`config.mk`:
```
export PLATFORM = sky130hd
export DESIGN_NAME = if_stage
export DESIGN_NICKNAME = d
export VERILOG_FILES = /design/src/rtl/rv32i_pkg.sv /design/src/rtl/fetch_skid_buf.sv /design/src/rtl/if_stage.sv
export SDC_FILE = /design/constraint.sdc
export NUM_CORES = 1
export LEC_CHECK = 0
export ABC_AREA = 1
export CAP_MARGIN = 25
export CORE_MARGIN = 1
export CORE_UTILIZATION = 30
export DETAILED_ROUTE_END_ITERATION = 7
export GPL_TIMING_DRIVEN = 0
export PLACE_DENSITY_LB_ADDON = 0.2
export SLEW_MARGIN = 15
export SYNTH_ARGS = -nofsm -noshare
export SYNTH_HDL_FRONTEND = slang
export SYNTH_SLANG_ARGS = --single-unit
export TNS_END_PERCENT = 100
```
`constraint.sdc`:
```
create_clock -name clk -period 3.25 [get_ports clk]
set_input_delay 0.4875 -clock clk [delete_from_list [all_inputs] [get_ports clk]]
set_output_delay 0.4875 -clock clk [all_outputs]
set_load 0.02 [all_outputs]
```
`src/rtl/rv32i_pkg.sv`:
```
// Shared RV32I definitions used by the fetch and decode stages.
package rv32i_pkg;

    // Canonical NOP: ADDI x0, x0, 0
    localparam logic [31:0] NOP_IR = 32'h0000_0013;

    // Major opcodes, shared with id_stage
    localparam logic [6:0] OPC_LUI      = 7'b0110111;
    localparam logic [6:0] OPC_AUIPC    = 7'b0010111;
    localparam logic [6:0] OPC_JAL      = 7'b1101111;
    localparam logic [6:0] OPC_JALR     = 7'b1100111;
    localparam logic [6:0] OPC_BRANCH   = 7'b1100011;
    localparam logic [6:0] OPC_LOAD     = 7'b0000011;
    localparam logic [6:0] OPC_STORE    = 7'b0100011;
    localparam logic [6:0] OPC_OP_IMM   = 7'b0010011;
    localparam logic [6:0] OPC_OP       = 7'b0110011;
    localparam logic [6:0] OPC_MISC_MEM = 7'b0001111;
    localparam logic [6:0] OPC_SYSTEM   = 7'b1110011;

    // Fetch FSM state encoding
    typedef enum logic [1:0] {
        IF_IDLE = 2'd0,
        IF_WAIT = 2'd1,
        IF_DROP = 2'd2
    } if_state_e;

    // A fetch address is legal only on a 4-byte boundary
    function automatic logic is_misaligned(input logic [31:0] addr);
        return (addr[1:0] != 2'b00);
    endfunction

endpackage

```
`src/rtl/fetch_skid_buf.sv`:
```
// One-entry holding slot for a fetched word that arrived while ID was stalled.
module fetch_skid_buf (
    input  logic        clk,
    input  logic        rst_n,
    input  logic        load,
    input  logic        drain,
    input  logic        clear,
    input  logic [31:0] in_pc,
    input  logic [31:0] in_ir,
    output logic        valid,
    output logic [31:0] out_pc,
    output logic [31:0] out_ir
);

    logic        valid_q, valid_d;
    logic [31:0] pc_q, pc_d;
    logic [31:0] ir_q, ir_d;

    // Next entry state: clear beats load, load beats drain
    always_comb begin
        valid_d = valid_q;
        pc_d    = pc_q;
        ir_d    = ir_q;
        if (clear) begin
            valid_d = 1'b0;
        end else if (load) begin
            valid_d = 1'b1;
            pc_d    = in_pc;
            ir_d    = in_ir;
        end else if (drain) begin
            valid_d = 1'b0;
        end
    end

    // Entry registers
    always_ff @(posedge clk or negedge rst_n) begin
        if (!rst_n) begin
            valid_q <= 1'b0;
            pc_q    <= 32'd0;
            ir_q    <= 32'd0;
        end else begin
            valid_q <= valid_d;
            pc_q    <= pc_d;
            ir_q    <= ir_d;
        end
    end

    assign valid  = valid_q;
    assign out_pc = pc_q;
    assign out_ir = ir_q;

endmodule

```
`src/rtl/if_stage.sv`:
```
// RV32I instruction fetch stage: PC, single-outstanding imem fetch FSM and IF/ID register.
module if_stage #(
    parameter logic [31:0] RESET_PC = 32'h0000_0000,
    parameter logic [31:0] NOP_IR   = 32'h0000_0013
) (
    input  logic        clk,
    input  logic        rst_n,
    output logic        imem_req,
    output logic [31:0] imem_addr,
    input  logic        imem_ack,
    input  logic [31:0] imem_rdata,
    input  logic        stall,
    input  logic        redirect_valid,
    input  logic [31:0] redirect_pc,
    output logic        if_valid,
    output logic [31:0] if_pc,
    output logic [31:0] ir,
    output logic        if_misalign
);

    import rv32i_pkg::*;

    if_state_e   state_q, state_d;
    logic [31:0] pc_q, pc_d;
    logic [31:0] drop_addr_q, drop_addr_d;
    logic        imem_req_q, imem_req_d;
    logic        if_valid_q, if_valid_d;
    logic [31:0] if_pc_q, if_pc_d;
    logic [31:0] ir_q, ir_d;
    logic        if_misalign_q, if_misalign_d;

    logic        skid_valid;
    logic [31:0] skid_pc;
    logic [31:0] skid_ir;

    logic ack_take;
    logic id_open;
    logic skid_load;
    logic skid_drain;
    logic skid_empty_next;
    logic can_issue;

    assign ack_take        = (state_q == IF_WAIT) && imem_ack;
    assign id_open         = !if_valid_q || !stall;
    assign skid_load       = ack_take && !redirect_valid && !id_open;
    assign skid_drain      = skid_valid && id_open && !redirect_valid;
    assign skid_empty_next = !skid_load && (!skid_valid || skid_drain || redirect_valid);
    assign can_issue       = !skid_valid && id_open && !is_misaligned(pc_q);

    fetch_skid_buf u_skid (
        .clk    (clk),
        .rst_n  (rst_n),
        .load   (skid_load),
        .drain  (skid_drain),
        .clear  (redirect_valid),
        .in_pc  (pc_q),
        .in_ir  (imem_rdata),
        .valid  (skid_valid),
        .out_pc (skid_pc),
        .out_ir (skid_ir)
    );

    // IF/ID register: flush first, then stall hold, then skid, then fresh ack data
    always_comb begin
        if_valid_d    = if_valid_q;
        if_pc_d       = if_pc_q;
        ir_d          = ir_q;
        if_misalign_d = if_misalign_q;
        if (redirect_valid) begin
            ir_d = NOP_IR;
            if (is_misaligned(redirect_pc)) begin
                if_valid_d    = 1'b1;
                if_pc_d       = redirect_pc;
                if_misalign_d = 1'b1;
            end else begin
                if_valid_d    = 1'b0;
                if_misalign_d = 1'b0;
            end
        end else if (!id_open) begin
            if_valid_d = if_valid_q;
        end else if (skid_valid) begin
            if_valid_d    = 1'b1;
            if_pc_d       = skid_pc;
            ir_d          = skid_ir;
            if_misalign_d = 1'b0;
        end else if (ack_take) begin
            if_valid_d    = 1'b1;
            if_pc_d       = pc_q;
            ir_d          = imem_rdata;
            if_misalign_d = 1'b0;
        end else begin
            if_valid_d    = 1'b0;
            ir_d          = NOP_IR;
            if_misalign_d = 1'b0;
        end
    end

    // Fetch FSM and PC: redirect has priority, a killed request is drained in DROP
    always_comb begin
        state_d     = state_q;
        pc_d        = pc_q;
        drop_addr_d = drop_addr_q;
        unique case (state_q)
            IF_IDLE: begin
                if (redirect_valid) begin
                    pc_d = redirect_pc;
                end else if (can_issue) begin
                    state_d = IF_WAIT;
                end
            end
            IF_WAIT: begin
                if (redirect_valid) begin
                    pc_d = redirect_pc;
                    if (imem_ack) begin
                        state_d = IF_IDLE;
                    end else begin
                        state_d     = IF_DROP;
                        drop_addr_d = pc_q;
                    end
                end else if (imem_ack) begin
                    pc_d    = pc_q + 32'd4;
                    state_d = (skid_empty_next && (!if_valid_d || !stall)) ? IF_WAIT : IF_IDLE;
                end
            end
            IF_DROP: begin
                if (redirect_valid) begin
                    pc_d = redirect_pc;
                end
                if (imem_ack) begin
                    state_d = IF_IDLE;
                end
            end
            default: state_d = IF_IDLE;
        endcase
        imem_req_d = (state_d != IF_IDLE);
    end

    // State registers
    always_ff @(posedge clk or negedge rst_n) begin
        if (!rst_n) begin
            state_q       <= IF_IDLE;
            pc_q          <= RESET_PC;
            drop_addr_q   <= 32'd0;
            imem_req_q    <= 1'b0;
            if_valid_q    <= 1'b0;
            if_pc_q       <= 32'd0;
            ir_q          <= NOP_IR;
            if_misalign_q <= 1'b0;
        end else begin
            state_q       <= state_d;
            pc_q          <= pc_d;
            drop_addr_q   <= drop_addr_d;
            imem_req_q    <= imem_req_d;
            if_valid_q    <= if_valid_d;
            if_pc_q       <= if_pc_d;
            ir_q          <= ir_d;
            if_misalign_q <= if_misalign_d;
        end
    end

    assign imem_req    = imem_req_q;
    assign imem_addr   = (state_q == IF_DROP) ? drop_addr_q : pc_q;
    assign if_valid    = if_valid_q;
    assign if_pc       = if_pc_q;
    assign ir          = ir_q;
    assign if_misalign = if_misalign_q;

endmodule

```
==> results.toml <==
[route]
wirelength_um = 31900
vias = 9117
drc = 0
viasPerCell = 4.78
ant_nets = 0
first_iter_violations = 687
wl_per_cell_um = 16.7
drt-pass1-iter-count = 5

[sta]
final_hold_viol_count = 0
fin_ws_ns = 0.0737
tns_ns = 0
slew_headroom = 0.533
min_period_over_period = 0.977
fin_worst_skew_ns = 0.0177
setup_viol = 0
fin_crit_ns = 3.18
slew_violations = 0
max_freq_mhz = 315
tightest_slew_ns = 0.698
rsz0062_at_grt = "true"

[worst_setup_path]
crit_fanout = 10
regToRegStartpoint = "state_q[0]$_DFF_PN0_"
cp_cell_sequence = "inv_2 > nand2_1 > clkbuf_1 > a21oi_1 > clkdlybuf4s50_1"
crit_path_start = "state_q[0]$_DFF_PN0_"
slowest_stage = "clkdlybuf4s50_1"
crit_path_start_kind = "register"
cp_slowest_stage_delay_ns = 0.68
crit_type = "register to primary output"
crit_family = "buffers and inverters"
crit_required_ns = 2.76
cp.arrival_ns = 2.69
path_buf_inv = 3
cp-end-kind = "primary output"

[floorplan]
initial_utilization = 0.308
rows = 65
dieArea_um2 = 33400
coreArea_um2 = 31900
die_w_um = 183
ios = 168
die_h_um = 183

[global_route]
antenna_found_initial = 1
grt_pass1_wl_um = 50100
track_usage = 0.195
globalRouteOverflowTotal = 0
grt_pass1_vias = 8756
grt_max_degree = 73

[cts]
cts_tree = "yes"
clk_pin_slew_worst_paths_ns = 0.07
numCtsBuffers = 17
ctsHtreeMaxLevel = 4
clockBufferDepth = 2
clk_latency_ns = 0.45
cts-root-buf = "clkbuf_16"
cts_sinks = 198

[place]
port_buffers = 166
gp_congestion = 0.976
dp_worst_setup_slack_ns = 0.377
hpwlAfterDp_um = 23600

[power]
combPwrFrac = 0.252
power_frac_clock = 0.304
seqPwrFrac = 0.444
power_switching_share = 0.337
power.internal_mw = 4.99
power_density_nw_per_um2 = 592
power.leakage_nw = 5.76
max-vdd-ir-drop_mv = 0.383
netSwitchingPower_mw = 2.54

[flow_run]
maxCapViolCount = 0

[cells_and_area]
drive_above_1_share = 0.0746
final_common_cell = "nand2_1"
n_antenna_cell = 0
area_growth_pct = 29.7
nNetsFinal = 1531
mostFrequentLayoutCells = "357 x nand2_1, 219 x o21ai_0, 195 x dfrtp_1"
fill_cells = 3369

[yosys]
syn-instance-count = 1273
synth_cell_types = 29
ys_ff_latch = 198
synth_area_um2 = 9810
yosys_warnings = 0
synth_nets = 1343
avgSynthCellArea_um2 = 7.70
synth_seq_area_share = 0.506

[min_path]
hold_class = "primary input to register"
min_from = "redirect_valid"

[run_status]
status = "finished, final reports clean"
[worst reg2reg max path: stages (launching register included)]
cell and delay [ns]:
dfrtp_1 0.40, inv_2 0.08, nor2_1 0.54, inv_1 0.29, clkbuf_1 0.33, o21ai_0 0.24, a22oi_1 0.10
[power by group through the flow]
| stage | combinational, mW | sequential [mW] | clock (mW) |
|---|---|---|---|
| final | 1.90 | 3.34 | 2.29 |
| after global routing | 2.13 | 3.41 | 2.43 |
| after CTS | 1.92 | 3.34 | 2.34 |
| after detailed placement | 1.91 | 3.38 | 0 |
| after global placement | 1.88 | 3.37 | 0 |
| after floorplan | 1.02 | 3.41 | 0 |
[final cells by class]
type / instances / area, µm² / area share
buffer: 72 / 334 / 0.0263
sequential: 198 / 4960 / 0.390
inverter: 98 / 368 / 0.0289
tap: 435 / 544 / 0.0428
clock inverter: 15 / 198 / 0.0155
clock buffer: 17 / 425 / 0.0335
multi-input combinational: 905 / 4160 / 0.327
timing repair buffer: 169 / 1730 / 0.136
[through the flow]
step / hold slack, ns / instances / total power [mW] / util / area, µm²
2_1_floorplan: 0.192 / 1273 / 4.44 / - / 9810
3_3_place_gp: 0.460 / 1874 / 5.25 / 0.377 / 12000
3_5_place_dp: 0.461 / 1876 / 5.30 / 0.379 / 12100
4_1_cts: 0.400 / 1909 / 7.60 / 0.399 / 12700
5_1_grt: 0.435 / 1909 / 7.97 / 0.399 / 12700
6_report: 0.411 / 1909 / 7.53 / 0.399 / 12700
[worst paths after layout]
check | end | slack [ns] | cells past startpoint
worst min register to register | u_skid.out_pc[2]$_DFFE_PN0P_ | 0.48 | 2
worst max register to register | pc_q[8]$_DFFE_PN0P_ | 1.14 | 6
worst max-delay path | imem_addr[30] | 0.07 | 5
worst min-delay path | pc_q[1]$_DFFE_PN0P_ | 0.41 | 3
min in group asynchronous | if_pc[11]$_DFFE_PN0P_ | 0.56 | 2
max in group asynchronous | ir[4]$_DFFE_PN1P_ | 1.90 | 3
[cells in the mapped netlist]
cell type / instances / area [µm²]
nand2_1: 357 / 1340
o21ai_0: 219 / 1100
dfrtp_1: 195 / 4880
nor2_1: 129 / 484
inv_1: 92 / 345
a21oi_1: 74 / 370
clkbuf_1: 52 / 195
nand3_1: 37 / 185
a21oi_2: 28 / 245
nor3_1: 23 / 115
buf_2: 9 / 45.0
mux2_2: 9 / 101
o22ai_1: 8 / 50.1
a31oi_1: 5 / 31.3
buf_6: 5 / 56.3
inv_2: 5 / 18.8
nand4_1: 4 / 25.0
buf_1: 3 / 11.3
buf_4: 3 / 22.5
dfstp_2: 3 / 78.8
or2_2: 3 / 18.8
nor2_4: 2 / 22.5
o21a_1: 2 / 15.0
a22oi_1: 1 / 7.51
clkinv_1: 1 / 3.75
ha_1: 1 / 12.5
nand2_2: 1 / 6.26
nor2_2: 1 / 6.26
o21ai_4: 1 / 16.3
[cell families after synthesis]
| logic type | count (synthesis) | share of synthesized area |
|---|---|---|
| adders and majority gates | 1 | 0.00128 |
| muxes | 9 | 0.0103 |
| DFF | 198 | 0.506 |
| buffers and inverters | 170 | 0.0712 |
| and+or+nand+nor | 557 | 0.225 |
| AOI/OAI and AO/OA | 338 | 0.187 |
[registers in the layout, summed over array words and instances (netlist names)]
register and flops:
state_q 2, imem_req 1, u_skid.out_pc 32, pc_q 32, u_skid.valid 1, if_misalign 1, ir 32, drop_addr_q 32
if_pc 32, u_skid.out_ir 32, if_valid 1
[repair_timing]
action,4_1_cts,5_1_grt
gates resized for setup,1,6
buffers inserted,0,0
endpoints found under the setup margin,2,21
hold buffers,1,0
endpoints found under the hold margin,38,0
cloned,0,0
[metal layers]
layer / track usage / part of all wire / routed length (µm) / vias to the layer above
li1: - / - / - / 4500
met3: 0.0457 / 0.065 / 2070 / 40
met5: 0 / 0.00038 / 12 / -
met1: 0.258 / 0.45 / 14200 / 4316
met4: 0.0627 / 0.022 / 712 / 2
met2: 0.313 / 0.47 / 14900 / 259
(Power assumes the default switching activity.)
